==> src/rtl/holly_bus_router.sv <==
// Holly bus router: decodes a single upstream request onto one of
// NUM_REGIONS address-mapped targets (or a default target), waits for the
// selected target's reply with a timeout, and returns the result upstream.
// One transaction is in flight at a time.
module holly_bus_router #(
  parameter int NUM_REGIONS = 4,
  parameter int DATA_W      = 64,
  parameter int TIMEOUT     = 255
) (
  input  logic                          clk,
  input  logic                          rst,
  input  logic [NUM_REGIONS*29-1:0]     cfg_base,
  input  logic [NUM_REGIONS*29-1:0]     cfg_limit,
  input  logic [28:0]                   req_addr,
  input  logic [DATA_W-1:0]             req_wdata,
  input  logic [DATA_W/8-1:0]           req_wmask,
  input  logic                          req_wen,
  input  logic                          req_valid,
  output logic                          req_ready,
  output logic [DATA_W-1:0]             resp_rdata,
  output logic                          resp_valid,
  output logic                          resp_err,
  output logic [28:0]                   dev_addr,
  output logic [DATA_W-1:0]             dev_wdata,
  output logic [DATA_W/8-1:0]           dev_wmask,
  output logic                          dev_wen,
  output logic [NUM_REGIONS-1:0]        dev_req_valid,
  input  logic [NUM_REGIONS-1:0]        dev_resp_valid,
  input  logic [NUM_REGIONS*DATA_W-1:0] dev_resp_rdata,
  output logic                          dflt_req_valid,
  input  logic                          dflt_resp_valid,
  input  logic [DATA_W-1:0]             dflt_resp_rdata,
  output logic [15:0]                   err_count
);

  // Counter value on the last WAIT cycle: the increment would reach TIMEOUT.
  localparam logic [15:0] CNT_LAST = 16'(TIMEOUT - 1);

  typedef enum logic [1:0] {IDLE, ISSUE, WAIT, RESP} state_t;

  state_t                    state;
  state_t                    state_next;
  logic [NUM_REGIONS-1:0]    hit_oh;
  logic [NUM_REGIONS-1:0]    sel_oh;
  logic                      sel_dflt;
  logic [15:0]               wait_cnt;
  logic                      rsp_hit;
  logic [DATA_W-1:0]         rsp_data;
  logic                      accept;

  assign accept = req_valid && (state == IDLE);

  // Address decode: first (lowest-index) region whose inclusive range holds req_addr
  always_comb begin
    hit_oh = '0;
    for (int unsigned i = 0; i < NUM_REGIONS; i++) begin
      if (!(|hit_oh) &&
          (req_addr >= cfg_base[29*i +: 29]) &&
          (req_addr <= cfg_limit[29*i +: 29])) begin
        hit_oh[i] = 1'b1;
      end
    end
  end

  // Response from the latched target only; sel is one-hot so an OR-mux suffices
  always_comb begin
    rsp_hit  = sel_dflt & dflt_resp_valid;
    rsp_data = sel_dflt ? dflt_resp_rdata : '0;
    for (int unsigned i = 0; i < NUM_REGIONS; i++) begin
      if (sel_oh[i]) begin
        rsp_hit  = rsp_hit | dev_resp_valid[i];
        rsp_data = rsp_data | dev_resp_rdata[DATA_W*i +: DATA_W];
      end
    end
  end

  // State register
  always_ff @(posedge clk or posedge rst) begin
    if (rst) state <= IDLE;
    else     state <= state_next;
  end

  // Next-state logic; a response on the final WAIT cycle beats the timeout
  always_comb begin
    state_next = state;
    unique case (state)
      IDLE:  if (req_valid) state_next = ISSUE;
      ISSUE: state_next = WAIT;
      WAIT:  if (rsp_hit || (wait_cnt == CNT_LAST)) state_next = RESP;
      RESP:  state_next = IDLE;
    endcase
  end

  // Outputs decoded from state and the latched target select
  always_comb begin
    req_ready      = (state == IDLE);
    resp_valid     = (state == RESP);
    dev_req_valid  = (state == ISSUE) ? sel_oh : '0;
    dflt_req_valid = (state == ISSUE) && sel_dflt;
  end

  // Capture the request and target select on acceptance; held until the next one
  always_ff @(posedge clk or posedge rst) begin
    if (rst) begin
      dev_addr  <= '0;
      dev_wdata <= '0;
      dev_wmask <= '0;
      dev_wen   <= 1'b0;
      sel_oh    <= '0;
      sel_dflt  <= 1'b0;
    end else if (accept) begin
      dev_addr  <= req_addr;
      dev_wdata <= req_wdata;
      dev_wmask <= req_wmask;
      dev_wen   <= req_wen;
      sel_oh    <= hit_oh;
      sel_dflt  <= ~|hit_oh;
    end
  end

  // Wait counter, response capture and saturating timeout count
  always_ff @(posedge clk or posedge rst) begin
    if (rst) begin
      wait_cnt   <= '0;
      resp_rdata <= '0;
      resp_err   <= 1'b0;
      err_count  <= '0;
    end else begin
      if (state == ISSUE) wait_cnt <= '0;
      if (state == WAIT) begin
        wait_cnt <= wait_cnt + 16'd1;
        if (rsp_hit) begin
          resp_rdata <= rsp_data;
          resp_err   <= 1'b0;
        end else if (wait_cnt == CNT_LAST) begin
          resp_rdata <= '1;
          resp_err   <= 1'b1;
          if (err_count != 16'hFFFF) err_count <= err_count + 16'd1;
        end
      end
    end
  end

endmodule

==> config.mk <==
export PLATFORM = sky130hd
export DESIGN_NAME = holly_bus_router
export DESIGN_NICKNAME = d
export VERILOG_FILES = /design/src/rtl/holly_bus_router.sv
export SDC_FILE = /design/constraint.sdc
export NUM_CORES = 1
export LEC_CHECK = 0
export CORE_AREA = 10 10 322 324
export CTS_BUF_LIST = sky130_fd_sc_hd__clkbuf_4 sky130_fd_sc_hd__clkbuf_8
export CTS_CLUSTER_SIZE = 10
export DETAILED_ROUTE_END_ITERATION = 7
export DIE_AREA = 0 0 332 334
export GPL_TIMING_DRIVEN = 1
export PLACE_DENSITY_LB_ADDON = 0.25
export SLEW_MARGIN = 5
export SYNTH_ARGS = -nofsm -noshare
export SYNTH_HDL_FRONTEND = slang
export SYNTH_SLANG_ARGS = --single-unit
==> constraint.sdc <==
create_clock -name clk -period 21.9 [get_ports clk]
set_clock_uncertainty 0.05 [all_clocks]
set_input_delay 4.38 -clock clk [delete_from_list [all_inputs] [get_ports clk]]
set_output_delay 4.38 -clock clk [all_outputs]
set_load 0.005 [all_outputs]
==> reports/qor.txt, run 1 <==
outcome = finished, final reports clean
pre-CTS setup slack = 13.71 ns
First DRT Iteration DRCs = 1210
Synth warnings = 0
clock root buffer = clkbuf_8
Worst path slowest cell = clkdlybuf4s50_1
Routed Antenna Nets = 0
Routed WL per cell = 26.6 um
vias in the first global route = 17621
first-pass GRT wire length = 138 mm
Clock Tree Buf Depth = 3
Least-Margin Pin Slew = 1.01 ns
grt ovf = 0
fin. max-slew vios = 0
routability cong. = 0.851
register area share after synthesis = 0.339
area grow syn2layout = 72.0%
hpwl dp = 84.0 mm
Die ar. = 0.111 mm^2
maximum fanout along the worst path = 9
Distinct cells, synth = 71
worst skew pair latency = 0.69 ns
drt pass-1 iters = 8
Hold Crit Class = reg2reg
share of cells above drive strength 1 = 0.0903
CTS tree = built
min setup slack post-route = 14.31 ns
Setup crit start kind = primary input
Via Count = 16511
Worst path most repeated cell = nand4_1
Slew Limit Headroom = 0.326
Worst Path Required = 22.45 ns
flop and latch count out of synthesis = 206
Worst-path clk slew = 0.08 ns
TNS Setup = 0 ns
post-CTS resize count = 0
FP Rows = 115
fmax = 132 MHz
post-synthesis async set-or-reset flop share = 1.00
final WL = 100 mm
# placed instances = 3689
core area = 0.0976 mm^2
FILL cells = 10505
P_int = 0.00145 W
leakage power = 11.3 nW
clock share of power = 0.195
Mapped Avg Cell Area = 9.52 um^2
# Max-Cap Violations = 0
vias per cell = 4.37
Layout Cells excl Fill = 3776
Crit path largest cell delay = 0.72 ns
die height = 334 um
Post-CTS Hold Fix Bufs = 0
cells along the critical path = clkdlybuf4s50_1 > ha_1 > nand4_1 > nor4_1 > nor3b_1 > o21ai_0 > nand4_1 > a22oi_1 > o31ai_1
largest net degree at the start of global routing = 102
overall routing resource usage = 0.172
sequential power share = 0.285
maximum VDD drop = 0.0469 mV
CP Class = in2reg
Synth Flop Type = dfrtp_1
Worst setup EP type = flop
final hold vios = 0
clock sink count = 206
Syn Nets = 2498
minimum clock period = 7.59 ns
Final nets = 3352
CTS Buf Count = 47
Post-DP Area = 0.0252 mm^2
cell area power density = 90.2 mW/mm^2
arrival time worst endpoint = 8.14 ns
Top Ports = 852
switching part of the total = 0.385
post-CTS setup buffers = 0
area of the mapped netlist = 0.0152 mm^2
Final Setup Violations = 0
design area = 0.0262 mm^2
RSZ-0062 raised after global routing = false
initial antenna violation count = 35
htree depth = 2
Net Sw Power = 0.000909 W
post-synthesis instance total = 1597
number of remaining DRC errors = 0
Initial Util = 0.156
final critical-path share of the clock period = 0.347
Die Wd = 332 um
IO Port Bufs = 851
number of flops mapped to enable cells by yosys = 0
Gate power share = 0.520
Hold WS = 0.447 ns
[layout make-up]
class	count	area, um^2	share of cell area
repair buffers	868	8650	0.331
clock buffers	70	857	0.0328
multi-input cells	1093	8900	0.340
diodes	9	22.5	0.000861
clock inverters	8	57.6	0.00220
well taps	1287	1610	0.0616
inverters	235	890	0.0340
flip-flops and latches	206	5170	0.198
[path summary, 6_finish.rpt]
path	from	to	slack, ns	cells past startpoint
min in group asynchronous	rst	dev_wmask[2]$_DFFE_PP0P_	4.18	2
max	req_addr[24]	sel_dflt$_DFFE_PP0P_	14.31	9
min reg2reg	err_count[14]$_DFFE_PP0P_	err_count[14]$_DFFE_PP0P_	0.45	1
max in group asynchronous	rst	resp_rdata[23]$_DFFE_PP0P_	16.13	3
max reg2reg	sel_oh[0]$_DFFE_PP0P_	err_count[9]$_DFFE_PP0P_	18.71	7
min	err_count[14]$_DFFE_PP0P_	err_count[14]$_DFFE_PP0P_	0.45	1
[registers in the layout (all words and copies together), names as in the netlist]
name / count
resp_err: 1
dev_addr: 29
dev_wmask: 8
state: 2
err_count: 16
sel_oh: 4
dev_wdata: 64
dev_wen: 1
wait_cnt: 16
sel_dflt: 1
resp_rdata: 64
[Yosys cell counts (6+ instances only)]
master      n  area, um^2
a211oi_1    9        67.6
a21o_1     23         173
a21oi_1    84         420
a221oi_1    6        52.6
a222oi_1   65         651
a22oi_1    66         495
a31oi_1    66         413
and2_1      9        56.3
and4_1     14         123
buf_4       6        45.0
clkbuf_1   53         199
dfrtp_1   206        5150
ha_1      239        2990
inv_1     235         882
mux2_2    102        1150
nand2_1    76         285
nand3_1    21         105
nand4_1    42         263
nor2_1    103         387
nor2b_1    12        75.1
nor3_1      7        35.0
o211ai_1    7        52.6
o21a_1      8        60.1
o21ai_0    36         180
xnor2_1    11        96.3
xor2_1     11        96.3
[critical path, delay by kind of cell]
kind / cells / cell delay, ns
AO/OA/AOI/OAI: 3 / 0.78
buffers and inverters: 1 / 0.72
AND/OR/NAND/NOR: 4 / 1.75
adder cells (fa/ha/maj): 1 / 0.47
[placed cells by master (no fill, tap or decap), types with 5 or more instances in the layout]
cell,instances
o21a_1,8
nand2_1,76
ha_1,239
nor2_1,102
a221oi_1,6
nand4_1,42
clkbuf_4,17
a21oi_1,84
clkdlybuf4s50_1,851
clkbuf_8,53
xnor2_1,11
and3_1,5
a22oi_1,66
and2_1,8
mux2_2,102
a211oi_1,9
dfrtp_1,201
nor2b_1,12
a21o_1,23
nor3_1,7
and4_1,14
a31oi_1,66
buf_4,17
o211ai_1,7
diode_2,9
xor2_1,11
a222oi_1,65
o31ai_1,5
nand3_1,21
o21ai_0,36
inv_1,234
[power groups by stage]
stage	Clock [W]	Sequential, W	Combinational [W]
after floorplan	0	0.000652	0.000509
after global placement	0	0.000679	0.00125
after detailed placement	0	0.000682	0.00125
after CTS	0.000486	0.000679	0.00126
after global routing	0.000497	0.000697	0.00133
final	0.000459	0.000673	0.00123
[stage by stage]
stage               total power [W]   util
finish                      0.00236  0.268
global route                0.00252  0.268
CTS                         0.00242  0.268
detailed placement          0.00193  0.259
global placement            0.00193  0.259
floorplan                   0.00116      -
[kinds of logic after synthesis]
logic type,count (synthesis),share of synthesized area
AO/OA/AOI/OAI,407,0.190
XOR/XNOR,23,0.0137
adder cells (fa/ha/maj),239,0.197
buffers and inverters,298,0.0762
flip-flops,206,0.339
multiplexers,104,0.0769
AND/OR/NAND/NOR,320,0.108
[per-layer routing]
metal  up-vias  GRT usage  routed length [um]
met3       130     0.0615                8680
met1      8028      0.189               38300
li1       7641          -                   -
met5         -          0                 172
met4        28     0.0348                1920
met2       684      0.317               51400
Note: power is estimated with default switching activity, not from simulation.
==> run 2, diff against run 1 <==
- CORE_AREA: 10 10 322 324 -> 10 10 324 326
- DIE_AREA: 0 0 332 334 -> 0 0 334 336
- clock period: 21.9 -> 7.85 ns (I/O delays scaled with it)
==> reports/qor.txt, run 2 (synthesis gave the netlist of run 1 again) <==
Routed Antenna Nets = 0 (unchanged)
htree depth = 2 (unchanged)
maximum fanout along the worst path = 9 (unchanged)
first-pass GRT wire length = 140 mm (+1.6%)
Top Registers = dev_wdata x64, resp_rdata x64, dev_addr x29
arrival time worst endpoint = 5.61 ns (-2.53 ns)
share of cells above drive strength 1 = 0.0922 (+0.00187)
Worst path most repeated cell = nand4_1
Final Setup Violations = 0 (unchanged)
FILL cells = 10534 (+0.28%)
final WL = 102 mm (+1.0%)
leakage power = 11.3 nW (+0.69%)
fin. max-slew vios = 0 (unchanged)
Routed WL per cell = 26.8 um (+0.73%)
hpwl dp = 83.7 mm (-0.41%)
minimum clock period = 5.08 ns
number of remaining DRC errors = 0 (unchanged)
overall routing resource usage = 0.173 (+0.000870)
initial antenna violation count = 43 (+23%)
routability cong. = 0.895 (+5.2%)
Top Ports = 852 (unchanged)
Worst Path Required = 8.38 ns (-14.07 ns)
CTS tree = built
clock sink count = 206 (unchanged)
Worst-path clk slew = 0.06 ns (-0.02 ns)
final critical-path share of the clock period = 0.647
largest net degree at the start of global routing = 122 (+20%)
vias in the first global route = 17826 (+1.2%)
Final nets = 3346 (-0.18%)
die height = 336 um (+0.60%)
IO Port Bufs = 851 (unchanged)
Hold Crit Class = reg2reg
Die ar. = 0.112 mm^2 (+1.2%)
FP Rows = 115 (unchanged)
TNS Setup = 0 ns (unchanged)
Worst setup EP type = flop
maximum VDD drop = 0.165 mV (+250%)
outcome = finished, final reports clean
Post-CTS Hold Fix Bufs = 0 (unchanged)
post-layout util = 0.269 (+0.000416)
most common cell after layout, fill and taps aside = clkdlybuf4s50_1
pre-CTS setup slack = 2.27 ns (-11.44 ns)
CTS Buf Count = 48 (+2.1%)
Setup crit start kind = primary input
cell area power density = 258 mW/mm^2 (+190%)
commonest non-fill, non-tap cells in the layout = 851 x clkdlybuf4s50_1, 239 x ha_1, 234 x inv_1, 201 x dfrtp_1
CP Class = in2reg
clock root buffer = clkbuf_8
Die Wd = 334 um (+0.60%)
grt ovf = 0 (unchanged)
drt pass-1 iters = 8 (unchanged)
Initial Util = 0.155 (-0.000914)
Via Count = 16530 (+0.12%)
final hold vios = 0 (unchanged)
First DRT Iteration DRCs = 1258 (+4.0%)
worst skew pair latency = 0.70 ns (about the same)
fmax = 197 MHz
Post-DP Area = 0.0252 mm^2 (-0.12%)
Least-Margin Pin Slew = 1.01 ns (-0.000542 ns)
RSZ-0062 raised after global routing = false
design area = 0.0264 mm^2 (+0.75%)
vias per cell = 4.36 (-0.20%)
min setup slack post-route = 2.77 ns (-11.54 ns)
Slew Limit Headroom = 0.319 (-0.00676)
area grow syn2layout = 73.3%
Layout Cells excl Fill = 3788 (+0.32%)
# Max-Cap Violations = 0 (unchanged)
Worst path slowest cell = nor4_1
post-CTS resize count = 0 (unchanged)
post-CTS setup buffers = 0 (unchanged)
Crit path largest cell delay = 0.72 ns (about the same)
# placed instances = 3682 (-0.19%)
core area = 0.0981 mm^2 (+0.59%)
Clock Tree Buf Depth = 3 (unchanged)
cells along the critical path = clkdlybuf4s50_1 > ha_1 > nand4_1 > nor4_1 > nor3b_1 > o21ai_0 > nand4_1 > a22oi_1 > o31ai_1
==> run 2: cell count changes in the layout (fill, tap and decap cells not counted) <==
cell       delta
o311ai_1      +1
dfrtp_2       -1
clkinv_2      +4
buf_12        +1
diode_2       +8
o41ai_2       +1
o311ai_0      -1
clkbuf_4      -9
bufinv_16     +2
o41ai_1       -1
dfrtp_4       +1
buf_4         -8
clkbuf_8     +14
==> run 2: final cells by class <==
| class | instances | area [um^2] | area share |
|---|---|---|---|
| multi-input combinational | 1093 | 8910 | 0.338 |
| timing repair buffer | 861 | 8610 | 0.327 |
| sequential | 206 | 5170 | 0.196 |
| tap | 1287 | 1610 | 0.0611 |
| clock buffer | 75 | 982 | 0.0373 |
| inverter | 235 | 890 | 0.0338 |
| clock inverter | 14 | 138 | 0.00522 |
| antenna | 17 | 42.5 | 0.00161 |
==> run 2: power by group <==
group          internal (W)  total, W  switching (W)
Combinational       0.00180   0.00335        0.00155
Sequential          0.00154   0.00194       0.000399
Clock              0.000866   0.00149       0.000628
Total               0.00421   0.00679        0.00258
==> run 2: path summary, 6_finish.rpt <==
check | endpoint | cells past startpoint | slack, ns | startpoint
min in group asynchronous | dev_wdata[7]$_DFFE_PP0P_ | 2 | 1.34 | rst
max in group asynchronous | sel_dflt$_DFFE_PP0P_ | 3 | 4.89 | rst
setup / recovery | sel_dflt$_DFFE_PP0P_ | 9 | 2.77 | req_addr[25]
setup reg to reg | resp_rdata[45]$_DFFE_PP0P_ | 9 | 4.82 | wait_cnt[0]$_DFFE_PP0P_
hold / removal | resp_err$_DFFE_PP0P_ | 2 | 0.45 | resp_err$_DFFE_PP0P_
hold reg to reg | resp_err$_DFFE_PP0P_ | 2 | 0.45 | resp_err$_DFFE_PP0P_
==> run 2: routing by layer <==
| layer | track usage | vias up | wire length, um | part of all wire |
|---|---|---|---|---|
| met5 | 0 | - | 233 | 0.0023 |
| met3 | 0.0633 | 160 | 8740 | 0.086 |
| met2 | 0.309 | 714 | 50700 | 0.50 |
| li1 | - | 7639 | - | - |
| met1 | 0.190 | 7981 | 39000 | 0.38 |
| met4 | 0.0517 | 36 | 2860 | 0.028 |
==> run 2: metrics by stage <==
step                hold WS, ns  total power (W)
floorplan                 0.423          0.00324
global placement          0.432          0.00538
detailed placement        0.438          0.00537
CTS                       0.454          0.00696
global route              0.465          0.00726
finish                    0.446          0.00679
==> run 2: critical path: cells and delay by family <==
family	cells	cell delay (ns)
fa+ha+maj	1	0.44
buf+inv	1	0.68
simple gates	4	2.01
compound gates	3	0.89
